==> src/rtl/denorm_shifter.sv <==
// rtl/denorm_shifter.sv - iterative denormalizer: coarse 8-bit then fine 1-bit shifts, saturating left shift
module denorm_shifter #(
    parameter int WIDTH = 24
) (
    input  logic             clk,
    input  logic             reset,
    input  logic             i_valid,
    output logic             o_ready,
    input  logic [WIDTH-1:0] i_data,
    input  logic [6:0]       i_shift,
    output logic             o_valid,
    input  logic             i_ready,
    output logic [WIDTH-1:0] o_data,
    output logic             o_sat
);

    localparam logic [7:0] WIDTH_L = 8'(WIDTH);

    typedef enum logic [1:0] {
        IDLE  = 2'd0,
        SHIFT = 2'd1,
        DONE  = 2'd2
    } state_t;

    state_t           state_q, state_d;
    logic [WIDTH-1:0] work_q, work_d;
    logic [WIDTH-1:0] data_q, data_d;
    logic [6:0]       rem_q, rem_d;
    logic             right_q, right_d;
    logic             sat_q, sat_d;

    logic [6:0]       mag;
    logic             big_step;
    logic [6:0]       step;
    logic [WIDTH-1:0] shifted;
    logic             ovf;

    // Magnitude of the two's-complement count; -64 maps to 64 in 7 bits.
    assign mag      = i_shift[6] ? (~i_shift + 7'd1) : i_shift;
    assign big_step = (rem_q >= 7'd8);
    assign step     = big_step ? 7'd8 : 7'd1;

    always_comb begin
        shifted = work_q;
        ovf     = 1'b0;
        if (right_q) begin
            shifted = big_step ? (work_q >> 8) : (work_q >> 1);
        end else begin
            shifted = big_step ? (work_q << 8) : (work_q << 1);
            ovf     = big_step ? (|work_q[WIDTH-1 -: 8]) : work_q[WIDTH-1];
        end
    end

    always_comb begin
        state_d = state_q;
        work_d  = work_q;
        data_d  = data_q;
        rem_d   = rem_q;
        right_d = right_q;
        sat_d   = sat_q;
        case (state_q)
            IDLE: begin
                if (i_valid) begin
                    right_d = ~i_shift[6];
                    if (mag == 7'd0) begin
                        data_d  = i_data;
                        sat_d   = 1'b0;
                        state_d = DONE;
                    end else if ({1'b0, mag} >= WIDTH_L) begin
                        // Everything shifts out: only a nonzero left shift saturates.
                        if (~i_shift[6] || (i_data == '0)) begin
                            data_d = '0;
                            sat_d  = 1'b0;
                        end else begin
                            data_d = '1;
                            sat_d  = 1'b1;
                        end
                        state_d = DONE;
                    end else begin
                        work_d  = i_data;
                        rem_d   = mag;
                        state_d = SHIFT;
                    end
                end
            end
            SHIFT: begin
                work_d = shifted;
                rem_d  = rem_q - step;
                if (ovf) begin
                    data_d  = '1;
                    sat_d   = 1'b1;
                    state_d = DONE;
                end else if (rem_q == step) begin
                    data_d  = shifted;
                    sat_d   = 1'b0;
                    state_d = DONE;
                end
            end
            DONE: begin
                if (i_ready) begin
                    state_d = IDLE;
                end
            end
            default: begin
                state_d = IDLE;
            end
        endcase
    end

    always_ff @(posedge clk) begin
        if (reset) begin
            state_q <= IDLE;
            work_q  <= '0;
            data_q  <= '0;
            rem_q   <= '0;
            right_q <= 1'b0;
            sat_q   <= 1'b0;
        end else begin
            state_q <= state_d;
            work_q  <= work_d;
            data_q  <= data_d;
            rem_q   <= rem_d;
            right_q <= right_d;
            sat_q   <= sat_d;
        end
    end

    assign o_ready = (state_q == IDLE);
    assign o_valid = (state_q == DONE);
    assign o_data  = data_q;
    assign o_sat   = sat_q;

endmodule

==> config.mk <==
export PLATFORM = sky130hd
export DESIGN_NAME = denorm_shifter
export DESIGN_NICKNAME = d
export VERILOG_FILES = /design/src/rtl/denorm_shifter.sv
export SDC_FILE = /design/constraint.sdc
export NUM_CORES = 1
export LEC_CHECK = 0
export ABC_AREA = 1
export CORE_ASPECT_RATIO = 1.5
export CORE_MARGIN = 3
export CORE_UTILIZATION = 50
export DETAILED_ROUTE_END_ITERATION = 12
export GPL_ROUTABILITY_DRIVEN = 0
export GPL_TIMING_DRIVEN = 0
export PLACE_DENSITY = 0.88
export SLEW_MARGIN = 0
export SYNTH_ARGS = -nofsm -noshare
export SYNTH_HDL_FRONTEND = slang
export SYNTH_SLANG_ARGS = --single-unit
==> constraint.sdc <==
create_clock -name clk -period 1.9 [get_ports clk]
set_input_delay 0.38 -clock clk [delete_from_list [all_inputs] [get_ports clk]]
set_output_delay 0.38 -clock clk [all_outputs]
set_load 0.01 [all_outputs]
==> results.sh <==
export IMPL_cp_cell_sequence="nor2_2 -> nand2_2 -> inv_2 -> buf_8 -> ha_4 -> a31oi_4 -> a21oi_4 -> nand2_4 -> buf_6 -> nand2_1 -> nand2_1 -> nor2_1"
export IMPL_ant_nets=0
export IMPL_period_share=1.03
export IMPL_n_antenna_cell=0
export IMPL_clk_pin_slew_worst_paths_ns=0.05
export IMPL_clock_skew_ns=0.00896
export IMPL_grt_pass1_wl_mm=21.0
export IMPL_drv_slew=0
export IMPL_start_util=0.523
export IMPL_ys_warnings_count=0
export IMPL_utilization=0.722
export IMPL_p_sw_frac=0.488
export IMPL_p_clk_frac=0.129
export IMPL_rows=39
export IMPL_cts_tree="yes"
export IMPL_wl_per_cell_um=15.2
export IMPL_muxShareOfSynthArea=0
export IMPL_area_growth_pct=38.1
export IMPL_viasPerCell=5.56
export IMPL_final_area_um2=5600
export IMPL_chipWidth_um=79.5
export IMPL_synthSimpleGateAreaFrac=0.408
export IMPL_yosys_area_share_adder=0.0123
export IMPL_drive_above_1_share=0.186
export IMPL_grt_pass1_vias=4730
export IMPL_p_switching_mw=5.71
export IMPL_ir_drop_mv=1.51
export IMPL_tns_ns=-0.386
export IMPL_hp_class="in -> reg"
export IMPL_fin_ws_ns=-0.0556
export IMPL_synth_top_family_by_area="simple AND/OR/NAND/NOR gates"
export IMPL_clk_insertion_delay_late_ns=0.33
export IMPL_final_cell_mix="nand2_1, nor2_1, inv_1"
export IMPL_r2r_start="rem_q[4]"
export IMPL_period_needed_ns=1.96
export IMPL_ctsRootBufferMaster="clkbuf_16"
export IMPL_drt_pre_antenna_iters=5
export IMPL_rr_worst_depth=12
export IMPL_drc=0
export IMPL_grt_max_degree=11
export IMPL_coreArea_um2=7760
export IMPL_dp_slack_ns=-0.779
export IMPL_fmax_ghz=0.511
export IMPL_ios=62
export IMPL_die_y_um=116
export IMPL_grt_setup_unrepaired="yes"
export IMPL_violations="negative setup slack"
export IMPL_slew_headroom=0.624
export IMPL_min_path_cells=2
export IMPL_setup_viol=21
export IMPL_synth_xor_area_share=0.00216
export IMPL_cts_sinks=59
export IMPL_die_area_um2=9250
export IMPL_antenna_found_initial=0
export IMPL_hold_viol_final=0
export IMPL_syn_nets=758
export IMPL_ff2ff_setup_slack_ns=-0.06
export IMPL_crit_path_frequent_cell="nand2_1"
export IMPL_cpMaxStageDelayCell="dfxtp_2"
export IMPL_end_kind="register"
export IMPL_syn_area_per_cell_um2=5.64
export IMPL_critPathMaxFanout=6
export IMPL_required_ns=2.15
export IMPL_grt_usage=0.287
export IMPL_synth_seq_cells=59
export IMPL_crit_path_start="rem_q[4]"
export IMPL_seq_area_frac_synth=0.291
export IMPL_holdPathEnd="right_q"
export IMPL_vias=5107
export IMPL_max_stage_delay_ns=0.34
export IMPL_internal_power_mw=5.98
export IMPL_combPwrFrac=0.680
export IMPL_hpwl_mm=9.41
export IMPL_drt_iter0_markers=549
export IMPL_status="complete, but fails checks"
export IMPL_netlist_area_um2=4060
export IMPL_nets=852
export IMPL_r2r_end="o_data[14]"
export IMPL_start_kind="register"
export IMPL_p_seq_frac=0.190
export IMPL_worstHoldStart="i_shift[6]"
export IMPL_clk_path_buf_depth=2
export IMPL_p_per_area_nw_per_um2=2090
export IMPL_drv_cap=0
export IMPL_placed_cell_area_um2=4780
export IMPL_h_tree_depth=3
export IMPL_synth_compound_area_frac=0.153
export IMPL_ys_types=29
export IMPL_grt_ovfl_total=0
export IMPL_holdWs_ns=0.346
export IMPL_worstMarginPinSlew_ns=0.563
export IMPL_layout_commonest_cell="nand2_1"
export IMPL_crit_type="reg -> reg"
export IMPL_arrival_ns=2.21
export IMPL_drt_wl_total_mm=14.0
export IMPL_syn_instance_count=719
export IMPL_numPortBuffers=59
export IMPL_cts_buffers=9
export IMPL_leakagePower_nw=2.68
[repair_timing]
item,in CTS,in global routing
endpoints found under the setup margin,59,58
resized for setup,59,89
gates cloned,7,1
setup buffers,12,5
hold buffers,0,0
pin swaps,21,45
[per-layer routing]
| layer | share of wire | GRT usage |
|---|---|---|
| met1 | 0.35 | 0.297 |
| met2 | 0.49 | 0.513 |
| met3 | 0.080 | 0.0448 |
| met4 | 0.078 | 0.217 |
| met5 | 0 | 0 |
[critical path: cells and delay by family, from the launching register on]
kind / cells / cell delay [ns]
and+or+nand+nor: 6 / 0.51
buffers and inverters: 3 / 0.37
AOI/OAI and AO/OA: 2 / 0.37
DFF: 1 / 0.34
adders and majority gates: 1 / 0.29
[per-stage QoR]
step | std cells | total power, mW
2_1_floorplan | 719 | 6.29
3_3_place_gp | 880 | 7.74
3_5_place_dp | 880 | 7.92
5_1_grt | 919 | 12.4
6_report | 919 | 11.7
4_1_cts | 913 | 10.4
[synthesized netlist by cell type (all sizes together)]
cell	n	area, um2
dfxtp	59	1180
clkinv	1	3.75
a21oi	66	330
a21o	5	37.5
nand2	210	793
inv	87	327
or2	1	6.26
a31oi	2	12.5
buf	25	159
o22ai	1	6.26
nor3	1	5.00
xnor2	1	8.76
o31ai	4	30.0
nor2	148	592
o21ai	41	205
nand4	6	37.5
nand3	43	215
ha	4	50.1
clkbuf	13	48.8
nand3b	1	7.51
[power by group through the flow]
stage | Sequential, mW | Combinational (mW) | Clock (mW)
after global placement | 2.16 | 5.58 | 0
final | 2.23 | 7.95 | 1.51
after CTS | 2.17 | 6.67 | 1.51
after detailed placement | 2.19 | 5.73 | 0
after floorplan | 2.18 | 4.11 | 0
after global routing | 2.26 | 8.56 | 1.58
[flip-flops by register name, indices dropped and copies added (netlist names)]
signal and cells:
state_q 2, o_sat 1, work_q 24, o_data 24, rem_q 7, right_q 1
[cell type report]
cell class	count	area, um2
Multi-Input combinational cell	535	2620
Fill cell	597	2160
Sequential cell	59	1190
Timing Repair Buffer	83	793
Inverter	88	333
Clock buffer	13	270
Buffer	37	256
Tap cell	102	128
Clock inverter	2	10.0
[cell families after synthesis]
| group | count (synthesis) |
|---|---|
| and+or+nand+nor | 410 |
| xor gates and xnor gates | 1 |
| adders and majority gates | 4 |
| DFF | 59 |
| buffers and inverters | 126 |
| AOI/OAI and AO/OA | 119 |
[worst max-delay path by stage]
| stage | to | slack (ns) | cells past startpoint |
|---|---|---|---|
| floorplan | o_data[21] | 0.04 | 12 |
| global placement | o_data[6] | -0.70 | 16 |
| detailed placement | o_data[14] | -0.78 | 16 |
| CTS | o_data[14] | 0.007 | 16 |
| global route | o_data[18] | -0.1 | 12 |
| finish | o_data[14] | -0.06 | 12 |
(Power assumes the default switching activity.)
